--- config.mk ---
export PLATFORM = sky130hd
export DESIGN_NAME = morse_sequencer
export DESIGN_NICKNAME = d
export VERILOG_FILES = /design/src/rtl/morse_sequencer_pkg.sv /design/src/rtl/morse_sequencer_unit_prescaler.sv /design/src/rtl/morse_sequencer.sv
export SDC_FILE = /design/constraint.sdc
export NUM_CORES = 1
export LEC_CHECK = 0
export CAP_MARGIN = 10
export CORE_ASPECT_RATIO = 0.5
export CORE_MARGIN = 1.5
export CORE_UTILIZATION = 39
export DETAILED_ROUTE_END_ITERATION = 10
export SKIP_CTS_REPAIR_TIMING = 1
export SLEW_MARGIN = 5
export SYNTH_ARGS = -nofsm -noshare
export SYNTH_HDL_FRONTEND = slang
export SYNTH_SLANG_ARGS = --single-unit
--- constraint.sdc ---
create_clock -name clk -period 2.4 [get_ports clk]
set_clock_uncertainty 0.1 [all_clocks]
set_input_delay 0.48 -clock clk [delete_from_list [all_inputs] [get_ports clk]]
set_output_delay 0.48 -clock clk [all_outputs]
set_load 0.05 [all_outputs]
--- src/rtl/morse_sequencer_pkg.sv ---
// morse_sequencer_pkg: shared state/slot encodings, default slot length and slot classifier.
package morse_sequencer_pkg;
    typedef enum logic {IDLE, PLAY} state_t;
    typedef enum logic [1:0] {SIL, DOT, DASH} slot_t;
    localparam int DIV_DEFAULT = 25000000;
    // Second half of a dash wins; otherwise a 1 followed by a 1 starts a dash.
    function automatic slot_t classify(input logic h, input logic n, input logic cont);
        return cont ? DASH : !h ? SIL : n ? DASH : DOT;
    endfunction
endpackage

--- src/rtl/morse_sequencer_unit_prescaler.sv ---
// unit_prescaler: mod-DIV counter with a single-cycle tick on its last count.
module unit_prescaler
    import morse_sequencer_pkg::*;
#(
    parameter int DIV = DIV_DEFAULT
) (
    input  logic clk,
    input  logic reset,
    input  logic en,
    input  logic clr,
    output logic tick
);
    localparam int CW = $clog2(DIV);
    logic [CW-1:0] cnt;
    assign tick = en && cnt == CW'(DIV - 1);
    always_ff @(posedge clk) begin
        if (reset || clr) cnt <= '0;
        else if (en) cnt <= tick ? '0 : cnt + CW'(1);
    end
endmodule

--- src/rtl/morse_sequencer.sv ---
// morse_sequencer: plays a W-slot Morse pattern MSB-first, one slot per DIV clocks,
// with pause, length clamp and a done pulse at end of message.
module morse_sequencer
    import morse_sequencer_pkg::*;
#(
    parameter int W   = 10,
    parameter int DIV = DIV_DEFAULT,
    parameter int LW  = $clog2(W + 1)
) (
    input  logic          clk,
    input  logic          reset,
    input  logic          start,
    input  logic [W-1:0]  pattern,
    input  logic [LW-1:0] len,
    input  logic          pause,
    output logic          busy,
    output logic          done,
    output logic          tone,
    output logic          is_dot,
    output logic          is_dash,
    output logic [LW-1:0] slots_left
);
    state_t state, state_d;
    logic [W-1:0] sr, src;
    logic [LW-1:0] len_c, cnt;
    logic dash_first, tick, load, step, fin, cont, h, n;
    slot_t cls;

    unit_prescaler #(.DIV(DIV)) u_prescaler (
        .clk  (clk),
        .reset(reset),
        .en   (state == PLAY && !pause),
        .clr  (state == IDLE),
        .tick (tick)
    );

    // Load and tick share one path: the new head comes from the pattern or the shifted register.
    always_comb begin
        len_c = len > LW'(W) ? LW'(W) : len;
        load = state == IDLE && start;
        step = state == PLAY && tick;
        src = load ? pattern : sr << 1;
        cnt = load ? len_c : slots_left - LW'(1);
        cont = !load && dash_first;
        fin = cnt == '0;
        h = src[W-1];
        n = cnt > LW'(1) && src[W-2];
        cls = classify(h, n, cont);
        state_d = (load || step) ? (fin ? IDLE : PLAY) : state;
    end

    always_ff @(posedge clk) begin
        if (reset) state <= IDLE;
        else state <= state_d;
    end

    always_ff @(posedge clk) begin
        if (reset) begin
            {sr, slots_left, dash_first, busy, done, tone, is_dot, is_dash} <= '0;
        end else begin
            done <= (load || step) && fin;
            if (load || step) begin
                sr <= src;
                slots_left <= cnt;
                dash_first <= !fin && !cont && h && n;
                busy <= !fin;
                tone <= !fin && cls != SIL;
                is_dot <= !fin && cls == DOT;
                is_dash <= !fin && cls == DASH;
            end
        end
    end
endmodule

=== Yosys cells after proc, flatten, opt, wreduce, memory -nomap -nowiden ===
Index checks and enable logic that the tools add are counted.

* $add $sub $neg: 2
* Order comparisons: 2
* Eq/ne operators: 3
* Multiplexer cells: 8
* Bitwise operators: 1
* Reductions and logical operators: 21

{| class="wikitable"
|+ Operators by type and width
! cell !! number
|-
| $add A25 B1 Y25 const B || 1
|-
| $eq A25 B25 Y1 const B || 1
|-
| $mux W25 || 1
|-
| $logic_and A1 B1 Y1 || 13
|-
| $mux W10 || 1
|-
| $mux W4 || 2
|-
| $mux W2 || 3
|-
| $gt A4 B1 Y1 const B || 1
|-
| $gt A4 B4 Y1 const B || 1
|-
| $logic_not A1 Y1 || 4
|-
| $logic_not A4 Y1 || 1
|-
| $sub A4 B1 Y4 const B || 1
|-
| $eq A2 B1 Y1 const B || 1
|-
| $eq A2 B2 Y1 const B || 1
|-
| $logic_or A1 B1 Y1 || 2
|-
| $reduce_bool A2 Y1 || 1
|-
| $mux W1 || 1
|-
| $not A1 Y1 || 1
|}

* Bits in registers: 45
* Input port bits: 18

=== Depth between registers and ports, before layout ===
Gate-level depths: netlist of the first run.

* Depth in word-level cells: 10
* Mapped depth: 8

=== By module ===
From an unflattened synthesis of the first run, not the netlist that was laid out.

* Cell total of the unflattened synthesis: 267
* Area total of the unflattened synthesis: 2327.2 um2

{| class="wikitable"
|+ Modules (own cells, without submodules)
! module !! times used !! cells each !! area an instance (um2) !! seq. area each (um2)
|-
| unit_prescaler || 1 || 144 || 1262.5 || 500.5
|-
| morse_sequencer || 1 || 123 || 1064.8 || 380.4
|}

=== Worst setup path after synthesis of the first run ===
Ideal clock, no wire load.

* Kind: flip-flop to flip-flop
* From: register u_prescaler.cnt[6]
* To: register slots_left[3]
* Library setup time: 91 ps
* Arrival: 2310 ps
* Required time: 2209 ps
* Path slack: -101 ps
* Cell stages (with the launch flop): 7
* Buffers on the path: 1
* Cell sequence: dfxtp_1 -> or4_4 -> or3_4 -> or3_4 -> buf_6 -> or3_1 -> a311oi_1

* Word-level cells in the longest chain between the ends: 4

{| class="wikitable"
|+ Ends and longest elaborated chain
! element !! line !! source
|-
| start, declared || morse_sequencer_unit_prescaler.sv:14 || <nowiki>logic [CW-1:0] cnt;</nowiki>
|-
| start signal, assigned || morse_sequencer_unit_prescaler.sv:18 || <nowiki>else if (en) cnt <= tick ? '0 : cnt + CW'(1);</nowiki>
|-
| $eq A25 B25 Y1 || morse_sequencer_unit_prescaler.sv:15 || <nowiki>assign tick = en && cnt == CW'(DIV - 1);</nowiki>
|-
| $logic_and A1 B1 Y1 || morse_sequencer_unit_prescaler.sv:15 ||
|-
| $logic_and A1 B1 Y1 || morse_sequencer.sv:41 || <nowiki>step = state == PLAY && tick;</nowiki>
|-
| $logic_or A1 B1 Y1 || morse_sequencer.sv:62 || <nowiki>if (load || step) begin</nowiki>
|-
| end signal, assigned || morse_sequencer.sv:64 || <nowiki>slots_left <= cnt;</nowiki>
|-
| end, declared || morse_sequencer.sv:21 || <nowiki>output logic [LW-1:0] slots_left</nowiki>
|}

No other way between the ends.
A chain may end at the register's enable or synchronous reset.

=== Worst setup path after layout of the first run ===
* From: register u_prescaler.cnt[9]
* To: register dash_first

* Word-level cells in the longest chain between the ends: 4

{| class="wikitable"
|+ Ends and longest elaborated chain
! element !! line !! source
|-
| $eq A25 B25 Y1 || morse_sequencer_unit_prescaler.sv:15 ||
|-
| $logic_and A1 B1 Y1 || morse_sequencer_unit_prescaler.sv:15 ||
|-
| $logic_and A1 B1 Y1 || morse_sequencer.sv:41 ||
|-
| $logic_or A1 B1 Y1 || morse_sequencer.sv:62 ||
|-
| end signal, assigned || morse_sequencer.sv:65 || <nowiki>dash_first <= !fin && !cont && h && n;</nowiki>
|-
| end, declared || morse_sequencer.sv:26 || <nowiki>logic dash_first, tick, load, step, fin, cont, h, n;</nowiki>
|}

No other way between the ends.

==> results of run 1 <==
-- layout by cell type, fill, tap and decap left out, types with 3 or more instances in the layout --
cell type        Yosys  layout
dfxtp_1             44      41
xor2_1               6       6
nand4_1              5       5
nor2b_1              4       4
nand2_1             38      38
nor2_1              36      36
a211oi_1             3       3
o21ai_0              6       6
clkdlybuf4s50_1      0      26
nand3b_1             3       3
a21oi_1             10      10
nor3_1              12      12
dfxtp_2              0       3
nor4_1               7       7
xnor2_1             18      18
inv_1                7       7
buf_4                0      22
a311oi_1             9       9
or3_1                4       4
nand3_1             13      13
clkbuf_16            0       5
nand2b_1             4       4
and4_1               4       4
-- worst max-delay path, delay by kind of cell (launching register included) --
kind	cells	cell delay, ps
AND/OR/NAND/NOR	3	1300
AO/OA/AOI/OAI	2	410
flip-flops	1	320
buffers and inverters	1	150
-- registers in the layout, indices dropped and copies added (netlist names) --
name and cells:
u_prescaler.cnt 25, sr 9, slots_left 4, dash_first 1, done 1, is_dash 1, is_dot 1, state 1
tone 1
-- metal layers --
layer / wire length, um / track usage, % / vias to the layer above
met5: 0 / 0 / -
met4: 68 / 5.94 / 0
met3: 162 / 3.60 / 6
met2: 2370 / 30.3 / 29
met1: 2590 / 23.5 / 949
li1: - / - / 1079
-- logic make-up after synthesis --
| group | Yosys count | share of synthesized area, % |
|---|---|---|
| AND/OR/NAND/NOR | 143 | 32.5 |
| adder cells (fa/ha/maj) | 2 | 1.13 |
| AO/OA/AOI/OAI | 43 | 13.7 |
| flip-flops | 44 | 39.6 |
| XOR/XNOR | 24 | 9.46 |
| buffers and inverters | 19 | 3.55 |
-- final cells by class --
| type | instances | share of cell area [%] |
|---|---|---|
| Multi-Input combinational cell | 212 | 43.9 |
| Sequential cell | 44 | 30.6 |
| Timing Repair Buffer | 50 | 15.8 |
| Clock buffer | 6 | 4.46 |
| Tap cell | 73 | 3.16 |
| Clock inverter | 2 | 1.21 |
| Inverter | 7 | 0.909 |
-- worst min path at each step --
stage,start,to,slack (ps),cells past startpoint
3_5_place_dp,tone$_SDFFE_PP0P_,tone$_SDFFE_PP0P_,360,2
2_1_floorplan,u_prescaler.cnt[1]$_SDFFE_PP0P_,u_prescaler.cnt[1]$_SDFFE_PP0P_,340,2
3_3_place_gp,sr[0]$_SDFFE_PP0P_,sr[0]$_SDFFE_PP0P_,360,2
4_1_cts,tone$_SDFFE_PP0P_,tone$_SDFFE_PP0P_,370,2
5_1_grt,is_dash$_SDFFE_PP0P_,is_dash$_SDFFE_PP0P_,400,2
6_report,tone$_SDFFE_PP0P_,tone$_SDFFE_PP0P_,360,2
-- where the power goes --
group / internal (mW) / switching (mW) / total, mW / leakage (nW)
registers: 0.754 / 0.0211 / 0.775 / 0.359
logic: 0.0968 / 0.120 / 0.217 / 0.513
clock network: 0.490 / 0.276 / 0.765 / 0.0808
==> metrics, run 1 <==
status=completed; highest clock frequency the design can meet=428 MHz; clock latency on the worst-skew pair=280 ps; EDFF count, synth=0; vias per cell=around 5.2; DRC Markers=0; largest area contributor in the netlist=dfxtp_1; Initial Util=40.5%; Critical Path Start Type=flop; Power Dens Cells=608 nW/um^2; worst relative slew slack=between 60% and 70%; Syn Std Cell Area=2220 um^2; area delta synth->final=30.1%; final cell count without fillers=394; Worst-Margin Slew=498 ps; Syn Area/Cell=8.08 um^2; Req. time, crit path=about 2500 ps; Pins Over Slew Limit=0; most frequent cell after synthesis=dfxtp_1; PortBufs=26; H-tree depth=2; async set-reset flop share out of synthesis=0%; Peak VDD IR=0.000388 V; cell mode on critical path=or3_4; Tot Pwr=1.76 mW; Die Y=56.4 um; Crit Path Max Fanout=6; Worst R2R End=dash_first$_SDFFE_PP0P_; Top Ports=27; register area share after synthesis=39.6%; final worst setup slack=65.2 ps; Routed WL per cell=13.2 um; overflow left after global routing=0; hold_ws=around 360 ps; GRT Total Usage=18.2%; Row Count=19; Post-synth top flop=dfxtp_1; CTS root buffer=clkbuf_16; diodes inserted=0; final hold viol count=0; CTS max path bufs=2; Static Leakage=~0.95 nW; Cell Chain, Critical Path=or4_4 -> or3_4 -> or3_4 -> buf_6 -> o31ai_2 -> a32o_1; Routed WL=5200 um; Finished Cell Area=2890 um^2; Post-Syn Nets=around 300; CP peak stage delay=~530 ps; gpl congestion=between 0.8 and 0.9; Post-DRT Antenna Nets=0; area post-placement=~2700 um^2; Synth warnings=0; period utilization=97.3%; post-synth top area share=39.6%; final core occ=52.6%; commonest cells in the netlist=dfxtp_1 (44), nand2_1 (38), nor2_1 (36); max_cap viols=0; launch point of the worst reg-to-reg path=u_prescaler.cnt[9]$_SDFFE_PP0P_; Post-Place Setup Slack=-33.0 ps; vias=2,063; Core Box Area=5490 um^2; share of layout cells above drive strength 1=12.8%; TritonCTS Sinks=44; Worst Setup SP=u_prescaler.cnt[9]$_SDFFE_PP0P_; synthesized flop and latch total=44; final setup vio count=0; HP Class=flop to flop; critical path's slowest cell=or4_4; crit path time final=roughly 2300 ps; CTS Buf Count=5; Reg area=885 um^2; multi-input logic area=roughly 1300 um^2; Detail Placement HPWL=around 3700 um; largest net degree at the start of global routing=26; nets@finish=340; Fill cells=530; Worst Setup EP=dash_first$_SDFFE_PP0P_; TritonCTS clock tree=done; drt first pass iters=4; CTS clk-pin slew, worst paths=60 ps; critical path type=flop to flop; Critical Path End Type=flop; initial antenna violation count=0; first-pass GRT wire length=8910 um; R2R cell count=6; worst reg-to-reg setup slack=between 60 and 70 ps; DIE AREA=6190 um^2; Cells after Synth=approximately 280; setup tns final=0 ps; arrival time worst endpoint=2460 ps; DIE WIDTH=110 um; drt first-iter violations=102; synth top area cells=dfxtp_1 (40%), xnor2_1 (7.1%), nand2_1 (6.4%); dpl cells=384; Synth cell types=a little over 40; vias in the first global route=1,945
Note: power is estimated with default switching activity, not from simulation.
==> run 2, diff against run 1 <==
--- a/config.mk
+++ b/config.mk
@@ -5,13 +5,15 @@
 export SDC_FILE = /design/constraint.sdc
 export NUM_CORES = 1
 export LEC_CHECK = 0
+export ABC_CLOCK_PERIOD_IN_PS = 2400
 export CAP_MARGIN = 10
 export CORE_ASPECT_RATIO = 0.5
 export CORE_MARGIN = 1.5
 export CORE_UTILIZATION = 39
 export DETAILED_ROUTE_END_ITERATION = 10
+export HOLD_SLACK_MARGIN = 0.15
 export SKIP_CTS_REPAIR_TIMING = 1
-export SLEW_MARGIN = 5
+export SLEW_MARGIN = 30
 export SYNTH_ARGS = -nofsm -noshare
 export SYNTH_HDL_FRONTEND = slang
 export SYNTH_SLANG_ARGS = --single-unit
==> results of run 2 <==
Same layout as run 1: the final DEF is identical, and so are final timing and power.
==> run 3, diff against run 2 <==
--- a/config.mk
+++ b/config.mk
@@ -12,6 +12,7 @@
 export CORE_UTILIZATION = 39
 export DETAILED_ROUTE_END_ITERATION = 10
 export HOLD_SLACK_MARGIN = 0.15
+export PLACE_DENSITY = 0.7
 export SKIP_CTS_REPAIR_TIMING = 1
 export SLEW_MARGIN = 30
 export SYNTH_ARGS = -nofsm -noshare
==> metrics, run 3 (synthesis results as in run 1) <==
status=completed; critical path's slowest cell=or4_4; DIE WIDTH=about 110 um; Critical Path End Type=flop; max_cap viols=0; Worst-Margin Slew=slightly below 600 ps; Worst Setup EP=slots_left[3]$_SDFFE_PP0P_; Crit Path Max Fanout=8; DRC Markers=0; DIE AREA=6190 um^2; most common cell after layout, fill and taps aside=dfxtp_1; Routed WL per cell=13.3 um; Tot Pwr=around 1.7 mW; Row Count=19; Initial Util=40.5%; CTS max path bufs=2; PortBufs=26; Die Y=roughly 56 um; highest clock frequency the design can meet=420 MHz; R2R cell count=5; drt first pass iters=4; Core Box Area=5490 um^2; gpl congestion=0.828; CP peak stage delay=530 ps; first-pass GRT wire length=roughly 9000 um; final cell count without fillers=391; critical path type=flop to flop; cell mode on critical path=or3_4; Reg area=just under 900 um^2; launch point of the worst reg-to-reg path=u_prescaler.cnt[9]$_SDFFE_PP0P_; area delta synth->final=28.7%; vias=2,121; Pins Over Slew Limit=0; vias per cell=5.42; final setup vio count=0; Finished Cell Area=2860 um^2; crit path time final=2380 ps; CTS clk-pin slew, worst paths=~60 ps; multi-input logic area=1260 um^2; vias in the first global route=2,078; arrival time worst endpoint=between 2000 and 2500 ps; Largest register FFs=25; Static Leakage=0.936 nW; H-tree depth=2; worst relative slew slack=60.4%; Top reg by flops=u_prescaler.cnt; Power Dens Cells=slightly above 600 nW/um^2; final hold viol count=0; diodes inserted=0; Fill cells=491; Top Ports=27; Cell Chain, Critical Path=or4_4 -> or3_4 -> or3_4 -> or3_1 -> a311oi_1; GRT Total Usage=approximately 18%; Critical Path Start Type=flop; largest net degree at the start of global routing=28; Post-Place Setup Slack=-84.1 ps; CTS root buffer=clkbuf_16; Largest regs=u_prescaler.cnt (25), sr (9), slots_left (4); Post-DRT Antenna Nets=0; period utilization=~99%; TritonCTS Sinks=44; final worst setup slack=between 15 and 20 ps; area post-placement=2700 um^2; overflow left after global routing=0; CTS Buf Count=5; Peak VDD IR=between 0.0003 and 0.0004 V; Worst R2R End=slots_left[3]$_SDFFE_PP0P_; Worst Setup SP=u_prescaler.cnt[9]$_SDFFE_PP0P_; RSZ-0062 raised after global routing=true; clock latency on the worst-skew pair=between 200 and 300 ps; initial antenna violation count=0; HP Class=flop to flop; share of layout cells above drive strength 1=11.6%; Req. time, crit path=around 2500 ps; TritonCTS clock tree=done; final core occ=around 52%; nets@finish=337; dpl cells=383; worst reg-to-reg setup slack=20 ps; Routed WL=5200 um; most frequent cells in the layout=dfxtp_1 (41), nand2_1 (38), nor2_1 (36), clkdlybuf4s50_1 (26), buf_4 (20); Detail Placement HPWL=3730 um; drt first-iter violations=151
[run 3: cell types whose count changed in the layout (fill, tap and decap cells not counted)]
cell | before | now
buf_6 | 1 | 0
buf_4 | 22 | 20
o31ai_1 | 2 | 3
o31ai_2 | 1 | 0
[run 3: final cells by class]
class	count	area share, %
tap	73	3.19
clock buffer	6	4.51
clock inverter	2	1.23
multi-input combinational	212	44.2
inverter	7	0.919
sequential	44	30.9
timing repair buffer	47	15.1
[run 3: worst min path at each step]
stage                                    start                               to  slack, ps  cells past startpoint
6_report                    sr[0]$_SDFFE_PP0P_               sr[0]$_SDFFE_PP0P_        370                      2
5_1_grt                     sr[0]$_SDFFE_PP0P_               sr[0]$_SDFFE_PP0P_        400                      2
4_1_cts                   is_dash$_SDFFE_PP0P_             is_dash$_SDFFE_PP0P_        370                      2
3_5_place_dp                sr[0]$_SDFFE_PP0P_               sr[0]$_SDFFE_PP0P_        360                      2
3_3_place_gp                 tone$_SDFFE_PP0P_                tone$_SDFFE_PP0P_        350                      2
2_1_floorplan  u_prescaler.cnt[1]$_SDFFE_PP0P_  u_prescaler.cnt[1]$_SDFFE_PP0P_        340                      2
[run 3: report_power, final]
group	internal (mW)	leakage, nW	switching (mW)
clock	0.489	0.0808	0.268
sequential	0.754	0.359	0.0209
combinational	0.0948	0.496	0.119
[run 3: layer usage]
layer	track usage (%)	wire, um	up-vias	share of wire (%)
li1	-	-	1061	-
met1	21.9	2350	999	45
met2	31.8	2550	53	49
met3	4.18	235	8	4.5
met4	5.94	74	0	1.4
met5	0	0	-	0
[run 3: critical path, delay by kind of cell, from the launching register on]
kind             cells  cell delay (ps)
AO/OA/AOI/OAI        1              240
flip-flops           1              330
AND/OR/NAND/NOR      4             1630
[run 3: stage by stage]
step	hold slack, ps	setup TNS [ps]
2_1_floorplan	344	0
3_3_place_gp	354	-44.1
3_5_place_dp	361	-152
4_1_cts	370	-3.32
5_1_grt	398	-36.8
6_report	368	0
